===== config.mk =====
export PLATFORM = sky130hd
export DESIGN_NAME = reg_write_arbiter
export DESIGN_NICKNAME = d
export VERILOG_FILES = /design/src/rtl/reg_write_arbiter.sv
export SDC_FILE = /design/constraint.sdc
export NUM_CORES = 1
export LEC_CHECK = 0
export CAP_MARGIN = 0
export CORE_MARGIN = 3
export CORE_UTILIZATION = 56
export DETAILED_ROUTE_END_ITERATION = 8
export GPL_TIMING_DRIVEN = 0
export PLACE_DENSITY = 0.9
export SLEW_MARGIN = 30
export SYNTH_ARGS = -nofsm -noshare
export SYNTH_HDL_FRONTEND = slang
export SYNTH_SLANG_ARGS = --single-unit

===== constraint.sdc =====
create_clock -name clk -period 9.15 [get_ports clk]
set_input_delay 1.3725 -clock clk [delete_from_list [all_inputs] [get_ports clk]]
set_output_delay 1.3725 -clock clk [all_outputs]
set_load 0.1 [all_outputs]

===== src/rtl/reg_write_arbiter.sv =====
// reg_write_arbiter
//   Shares the register file's single write port between the pipeline
//   writeback (A, always wins) and the multiply/divide unit (B). B results
//   are buffered in a small FIFO and written whenever A leaves a slot free.
//   A stall is requested when the FIFO is full, when B has been denied the
//   port too long, or when ID reads a register with a buffered B write.
//
// Ports:
//   clk, rst                       clock, synchronous active-high reset
//   wb_writeEnable/regDest/result  A write request
//   mdu_valid/ready/regDest/result B result handshake
//   readAddrLeft/readAddrRight     ID read addresses (hazard check)
//   writeEnable/writeAddr/writeResult  register file write port
//   stall_req                      freeze request to the pipeline
module reg_write_arbiter #(
    parameter int DATA_W       = 32,
    parameter int ADDR_W       = 5,
    parameter int DEPTH        = 4,
    parameter int STARVE_LIMIT = 3
) (
    input  logic              clk,
    input  logic              rst,
    input  logic              wb_writeEnable,
    input  logic [ADDR_W-1:0] wb_regDest,
    input  logic [DATA_W-1:0] wb_result,
    input  logic              mdu_valid,
    output logic              mdu_ready,
    input  logic [ADDR_W-1:0] mdu_regDest,
    input  logic [DATA_W-1:0] mdu_result,
    input  logic [ADDR_W-1:0] readAddrLeft,
    input  logic [ADDR_W-1:0] readAddrRight,
    output logic              writeEnable,
    output logic [ADDR_W-1:0] writeAddr,
    output logic [DATA_W-1:0] writeResult,
    output logic              stall_req
);

    localparam int PTR_W = $clog2(DEPTH);
    localparam int CNT_W = PTR_W + 1;
    localparam int STV_W = $clog2(STARVE_LIMIT + 1);

    logic [DEPTH-1:0][ADDR_W-1:0] fifo_addr_q, fifo_addr_d;
    logic [DEPTH-1:0][DATA_W-1:0] fifo_data_q, fifo_data_d;
    logic [PTR_W-1:0]             wr_ptr_q, wr_ptr_d;
    logic [PTR_W-1:0]             rd_ptr_q, rd_ptr_d;
    logic [CNT_W-1:0]             count_q, count_d;
    logic [STV_W-1:0]             starve_q, starve_d;

    logic a_real, empty, full, b_grant, push, pop, starve;
    logic hit_left, hit_right;

    assign a_real  = wb_writeEnable && (wb_regDest != '0);
    assign empty   = (count_q == '0);
    assign full    = (count_q == CNT_W'(DEPTH));
    assign b_grant = !a_real && !empty;
    assign pop     = b_grant;
    assign starve  = (starve_q >= STV_W'(STARVE_LIMIT));

    // Ready depends on occupancy only, so a full FIFO refuses even while popping.
    assign mdu_ready = ~rst & ~full;
    // Writes to r0 complete the handshake but are dropped.
    assign push      = mdu_valid && mdu_ready && (mdu_regDest != '0);

    always_comb begin
        fifo_addr_d = fifo_addr_q;
        fifo_data_d = fifo_data_q;
        if (push) begin
            fifo_addr_d[wr_ptr_q] = mdu_regDest;
            fifo_data_d[wr_ptr_q] = mdu_result;
        end
        wr_ptr_d = wr_ptr_q + PTR_W'(push);
        rd_ptr_d = rd_ptr_q + PTR_W'(pop);
        count_d  = count_q + CNT_W'(push) - CNT_W'(pop);
    end

    always_comb begin
        starve_d = starve_q;
        if (empty || b_grant)
            starve_d = '0;
        else if (!starve)
            starve_d = starve_q + STV_W'(1);
    end

    // An entry is occupied when its distance from the read pointer is below
    // the occupancy count; stale slots are thereby excluded from matching.
    always_comb begin
        logic [PTR_W-1:0] off;
        off       = '0;
        hit_left  = 1'b0;
        hit_right = 1'b0;
        for (int i = 0; i < DEPTH; i++) begin
            off = PTR_W'(i) - rd_ptr_q;
            if ({1'b0, off} < count_q) begin
                if (readAddrLeft  != '0 && readAddrLeft  == fifo_addr_q[i]) hit_left  = 1'b1;
                if (readAddrRight != '0 && readAddrRight == fifo_addr_q[i]) hit_right = 1'b1;
            end
        end
    end

    assign stall_req = ~rst & (full | starve | hit_left | hit_right);

    always_comb begin
        writeEnable = 1'b0;
        writeAddr   = '0;
        writeResult = '0;
        if (!rst) begin
            if (a_real) begin
                writeEnable = 1'b1;
                writeAddr   = wb_regDest;
                writeResult = wb_result;
            end else if (b_grant) begin
                writeEnable = 1'b1;
                writeAddr   = fifo_addr_q[rd_ptr_q];
                writeResult = fifo_data_q[rd_ptr_q];
            end
        end
    end

    always_ff @(posedge clk) begin
        if (rst) begin
            wr_ptr_q <= '0;
            rd_ptr_q <= '0;
            count_q  <= '0;
            starve_q <= '0;
        end else begin
            wr_ptr_q <= wr_ptr_d;
            rd_ptr_q <= rd_ptr_d;
            count_q  <= count_d;
            starve_q <= starve_d;
        end
    end

    // Storage needs no reset: occupancy gates every read of it.
    always_ff @(posedge clk) begin
        fifo_addr_q <= fifo_addr_d;
        fifo_data_q <= fifo_data_d;
    end

endmodule

# [Word-level counts from Yosys, hierarchy flattened]
# Cells that the tools add are included.
[totals] wordCells=102 regBits=157 in_bits=88
[classes] n_lt_le_gt_ge=8 eq_ne=9 bitwise=7 reduce_logical=22 add_sub_neg=9 mux=35
[ops] operator="two-way mux 32 bit" count=5
[ops] operator="bitwise mux 128 bit" count=1
[ops] operator="binary-select mux 32 bit (select 2 bit)" count=1
[ops] operator="demux 32 bit (select 2 bit)" count=1
[ops] operator="equality test 5 bit" count=8
[ops] operator="two-way mux 5 bit" count=5
[ops] operator="bitwise mux 20 bit" count=1
[ops] operator="nonzero test 5 bit" count=4
[ops] operator="two-way mux 1 bit" count=19
[ops] operator="logical AND 1 bit" count=13
[ops] operator="less-than comparator 2 x 3 -> 1 bit" count=4
[ops] operator="binary-select mux 5 bit (select 2 bit)" count=1
[ops] operator="demux 5 bit (select 2 bit)" count=1
[ops] operator="less-than comparator 2 x 3 -> 1 bit (second input constant)" count=2
[ops] operator="adder 2 x 1 -> 2 bit" count=2
[ops] operator="subtractor 1 x 2 -> 2 bit (first input constant)" count=2
[ops] operator="subtractor 2 bit (first input constant)" count=2
[ops] operator="adder 3 x 1 -> 3 bit" count=1
[ops] operator="equality test 3 bit (second input constant)" count=1
[ops] operator="zero test 3 bit" count=1
[ops] operator="bitwise OR 1 bit" count=3
[ops] operator="subtractor 3 x 1 -> 3 bit" count=1
[ops] operator="adder 2 x 1 -> 2 bit (second input constant)" count=1
[ops] operator="AND 1 bit" count=2
[ops] operator="other kinds (6)" count=8

# [Depth between registers and ports, before layout]
[depth] depth_word=13 depth_mapped=12

# [Worst setup path before layout]
# No wires, ideal clock.
[synth_path] path_kind="input to register" start="input port rst" end="register fifo_addr_q[5] in the netlist's numbering, enable pin" required_time_ps=8665 path_stages=3 arrival_ps=5845 setup_slack_ps=2820 n_path_buf=0 path_cell_list="nor2_1 -> nand3_1 -> nor3b_1"
[synth_via] elab_chain_cells=4
[synth_lines] item="start, declared" line="22" rtl="input logic rst,"
[synth_lines] item="inverter 1 bit" line="60" rtl="assign mdu_ready = ~rst & ~full;"
[synth_lines] item="AND 1 bit" line="60"
[synth_lines] item="logical AND 1 bit (2 in a row)" line="62" rtl="assign push = mdu_valid && mdu_ready && (mdu_regDest != '0);"
[synth_lines] item="end signal, assigned" line="135" rtl="fifo_addr_q <= fifo_addr_d;"
[synth_lines] item="end, declared" line="42" rtl="logic [DEPTH-1:0][ADDR_W-1:0] fifo_addr_q, fifo_addr_d;"
# No other way between the ends.
# A chain may end at the register's enable or synchronous reset.

# [Final worst setup path]
[layout_path] start="input port wb_regDest[2]" end="output port writeResult[21]"
[layout_via] elab_chain_cells=7
[layout_lines] item="start, declared" line="24" rtl="input logic [ADDR_W-1:0] wb_regDest,"
[layout_lines] item="nonzero test 5 bit *" line="52" rtl="assign a_real = wb_writeEnable && (wb_regDest != '0);"
[layout_lines] item="logical AND 1 bit *" line="52"
[layout_lines] item="zero test 1 bit" line="55" rtl="assign b_grant = !a_real && !empty;"
[layout_lines] item="logical AND 1 bit" line="55"
[layout_lines] item="two-way mux 32 bit" line="111" rtl="end else if (b_grant) begin"
[layout_lines] item="two-way mux 32 bit *" line="107" rtl="if (a_real) begin"
[layout_lines] item="two-way mux 32 bit *" line="106" rtl="if (!rst) begin"
[layout_lines] item="end, declared" line="34" rtl="output logic [DATA_W-1:0] writeResult,"
# Mark *: on every way between the ends. The rest lies on a longest branch, timed or not.

==> results_dict.tcl <==
set metrics [dict create \
    ys_top_cells_by_area "edfxtp_1 65%, mux4_2 12%, a22o_1 4.6%" \
    dr.pass1.iters 5 \
    clockRootBuffer "clkbuf_16" \
    yosysTopAreaCell "edfxtp_1" \
    clock_latency_ns 0.41 \
    p_leak_nw 2.95 \
    crit_arrival_ns 4.52 \
    dp.final_hpwl_um 11500 \
    grt_busiest_layer "met2" \
    rr_worst_depth 9 \
    cts_tree "done" \
    synthArstFlopShare_pct 0 \
    grt_start_max_net_pins 38 \
    num_vias 4197 \
    worstPathMaxFanout 10 \
    via_per_inst 6.08 \
    crit_path_start "wb_regDest[2]" \
    peakVddDrop_mv 0.196 \
    grt_antenna_before_repair 0 \
    slew_violations 0 \
    routed_wl_um 16200 \
    critPathKind "primary input to output port" \
    final_area_sq_um 8940 \
    drv_cap 0 \
    rows 39 \
    cts_buffers 17 \
    end_kind "output port" \
    status "completed" \
    yosys_warnings 0 \
    reg2reg_slack_ns 6.34 \
    portBuffers 117 \
    die_x_um 117 \
    synth.top_cell.area_share_pct 64.7 \
    clockBufferDepth 2 \
    grt_pass1_wl_um 24300 \
    relSlewSlack_pct 31.9 \
    start_kind "primary input" \
    cts_resized 0 \
    syn_to_final_growth_pct 30.0 \
    final_hold_viol_count 0 \
    p_per_area_nw_per_um2 254 \
    first_global_vias 4381 \
    cts.reportedPaths.clkPinSlew_ns 0.06 \
    synth_seq_area_share_pct 67.3 \
    finalWorstPathRequiredPeriod_ns 5.89 \
    cp.required_ns 7.78 \
    dr.first_iter.drc_count 335 \
    grtUsageMet1_pct 32.3 \
    period_share_pct 64.4 \
    postLayoutCoreUtil_pct 76.3 \
    die-area_sq_um 13600 \
    synthCells 386 \
    finalNetCount 633 \
    die_y_um 117 \
    use_met3_pct 7.51 \
    critPathCapture "writeResult[21]" \
    ios 128 \
    drive_gt1_share_pct 18.1 \
    htree_levels 4 \
    regArea_sq_um 4620 \
    synth_fp_nets 484 \
    synth_area_sq_um 6870 \
    r2r-start "count_q[2]" \
    ys.flop_type "edfxtp_1" \
    pre_cts_slack_ns 3.25 \
    antenna_cells 0 \
    reg2reg_to "fifo_data_q[34]" \
    synthDistinctLibCells 37 \
    setup_tns_ns 0 \
    wl_per_cell_um 23.5 \
    clkSinkCount 157 \
    fin_skew_ns 0.00988 \
    total_power_mw 2.27 \
    initial_core_util_pct 58.7 \
    ys_ff_latch 157 \
    cts_hold_buf 0 \
    tightest_slew_ns 1.02 \
    multiInputGateArea_sq_um 2100 \
    hp-class "register to register" \
    gp_congestion 0.856 \
    rsz0062_at_grt "false" \
    grt_use_total_pct 24.8 \
    worst_slack_ns 3.26 \
    coreArea_sq_um 11700 \
    placed_cell_area_sq_um 8390 \
    finalSetupViolCount 0 \
    synth_edf_count 148 \
    drc 0 \
    postSynthAreaPerCell_sq_um 17.8 \
    cts_setup_buffers 0 \
    synth_top_cells_by_count "148 x edfxtp_1, 37 x mux4_2, 36 x a22o_1, 28 x xnor2_1, 18 x xor2_1" \
    max_freq_mhz 170 \
    grt_overflow_total 0 \
    fill_cells 689 \
    use_met2_pct 40.5 \
    drtAntennaViolNets 0 \
    synthMostInstantiatedCell "edfxtp_1" \
]
-- state kept, by name, summed over array words and instances, names as in the netlist --
name and flops:
wr_ptr_q 2, starve_q 2, count_q 3, fifo_data_q 128
fifo_addr_q 20, rd_ptr_q 2
-- where the power goes --
part | leakage [nW] | internal, mW | switching (mW)
registers | 1.42 | 0.825 | 0.0235
clock network | 0.254 | 0.374 | 0.278
logic | 1.28 | 0.288 | 0.479
-- critical path, cell delays in order --
cell and delay, ns:
clkdlybuf4s50_1 0.49, or4_4 0.15, o21ai_4 0.08, nor2_1 0.68, buf_2 0.38, a22o_1 0.19, clkdlybuf4s50_1 1.17
-- cell families after synthesis --
group,after synthesis,share of synthesized area (%)
xor gates and xnor gates,46,5.86
AOI/OAI and AO/OA,50,6.21
buffers and inverters,35,2.44
and+or+nand+nor,50,4.00
adders and majority gates,10,1.93
muxes,38,12.3
DFF,157,67.3
-- cell type report --
| class | instances | area share (%) |
|---|---|---|
| Tap cell | 143 | 2.00 |
| Clock buffer | 18 | 4.80 |
| Timing Repair Buffer | 130 | 14.7 |
| Clock inverter | 13 | 1.33 |
| Inverter | 8 | 0.336 |
| Multi-Input combinational cell | 194 | 23.5 |
| Buffer | 27 | 1.55 |
| Sequential cell | 157 | 51.8 |
-- metal layers --
| layer | part of all wire, % | vias up |
|---|---|---|
| li1 | - | 1848 |
| met1 | 40 | 2128 |
| met2 | 51 | 192 |
| met3 | 7.7 | 29 |
| met4 | 1.6 | 0 |
| met5 | 0 | - |
-- per-stage QoR --
step / instances / hold slack [ns]
final: 690 / 0.541
after global routing: 690 / 0.584
after CTS: 690 / 0.546
after detailed placement: 659 / 0.535
after global placement: 646 / 0.519
after floorplan: 386 / 0.506
-- cells in the final DEF (no fill, tap or decap), drive strengths merged, types with 8 or more instances in the layout --
cell           synthesis  layout
edfxtp               148     148
clkdlybuf4s50          0     117
mux4                  37      37
a22o                  36      36
clkbuf                15      34
xnor2                 28      28
buf                   12      24
xor2                  18      18
inv                    8      11
nor4                  10      10
nand3                  9       9
ha                     9       9
dfxtp                  9       9
nor2                   8       8
-- worst min path at each step --
stage                      from     endpoint  slack [ns]  cells after the start
floorplan           starve_q[1]  starve_q[1]        0.51                      2
global placement    starve_q[1]  starve_q[1]        0.52                      2
detailed placement  starve_q[1]  starve_q[1]        0.54                      2
CTS                 starve_q[1]  starve_q[1]        0.55                      2
global route        starve_q[0]  starve_q[0]        0.58                      2
finish              starve_q[1]  starve_q[1]        0.54                      2
Note: power is estimated with default switching activity, not from simulation.
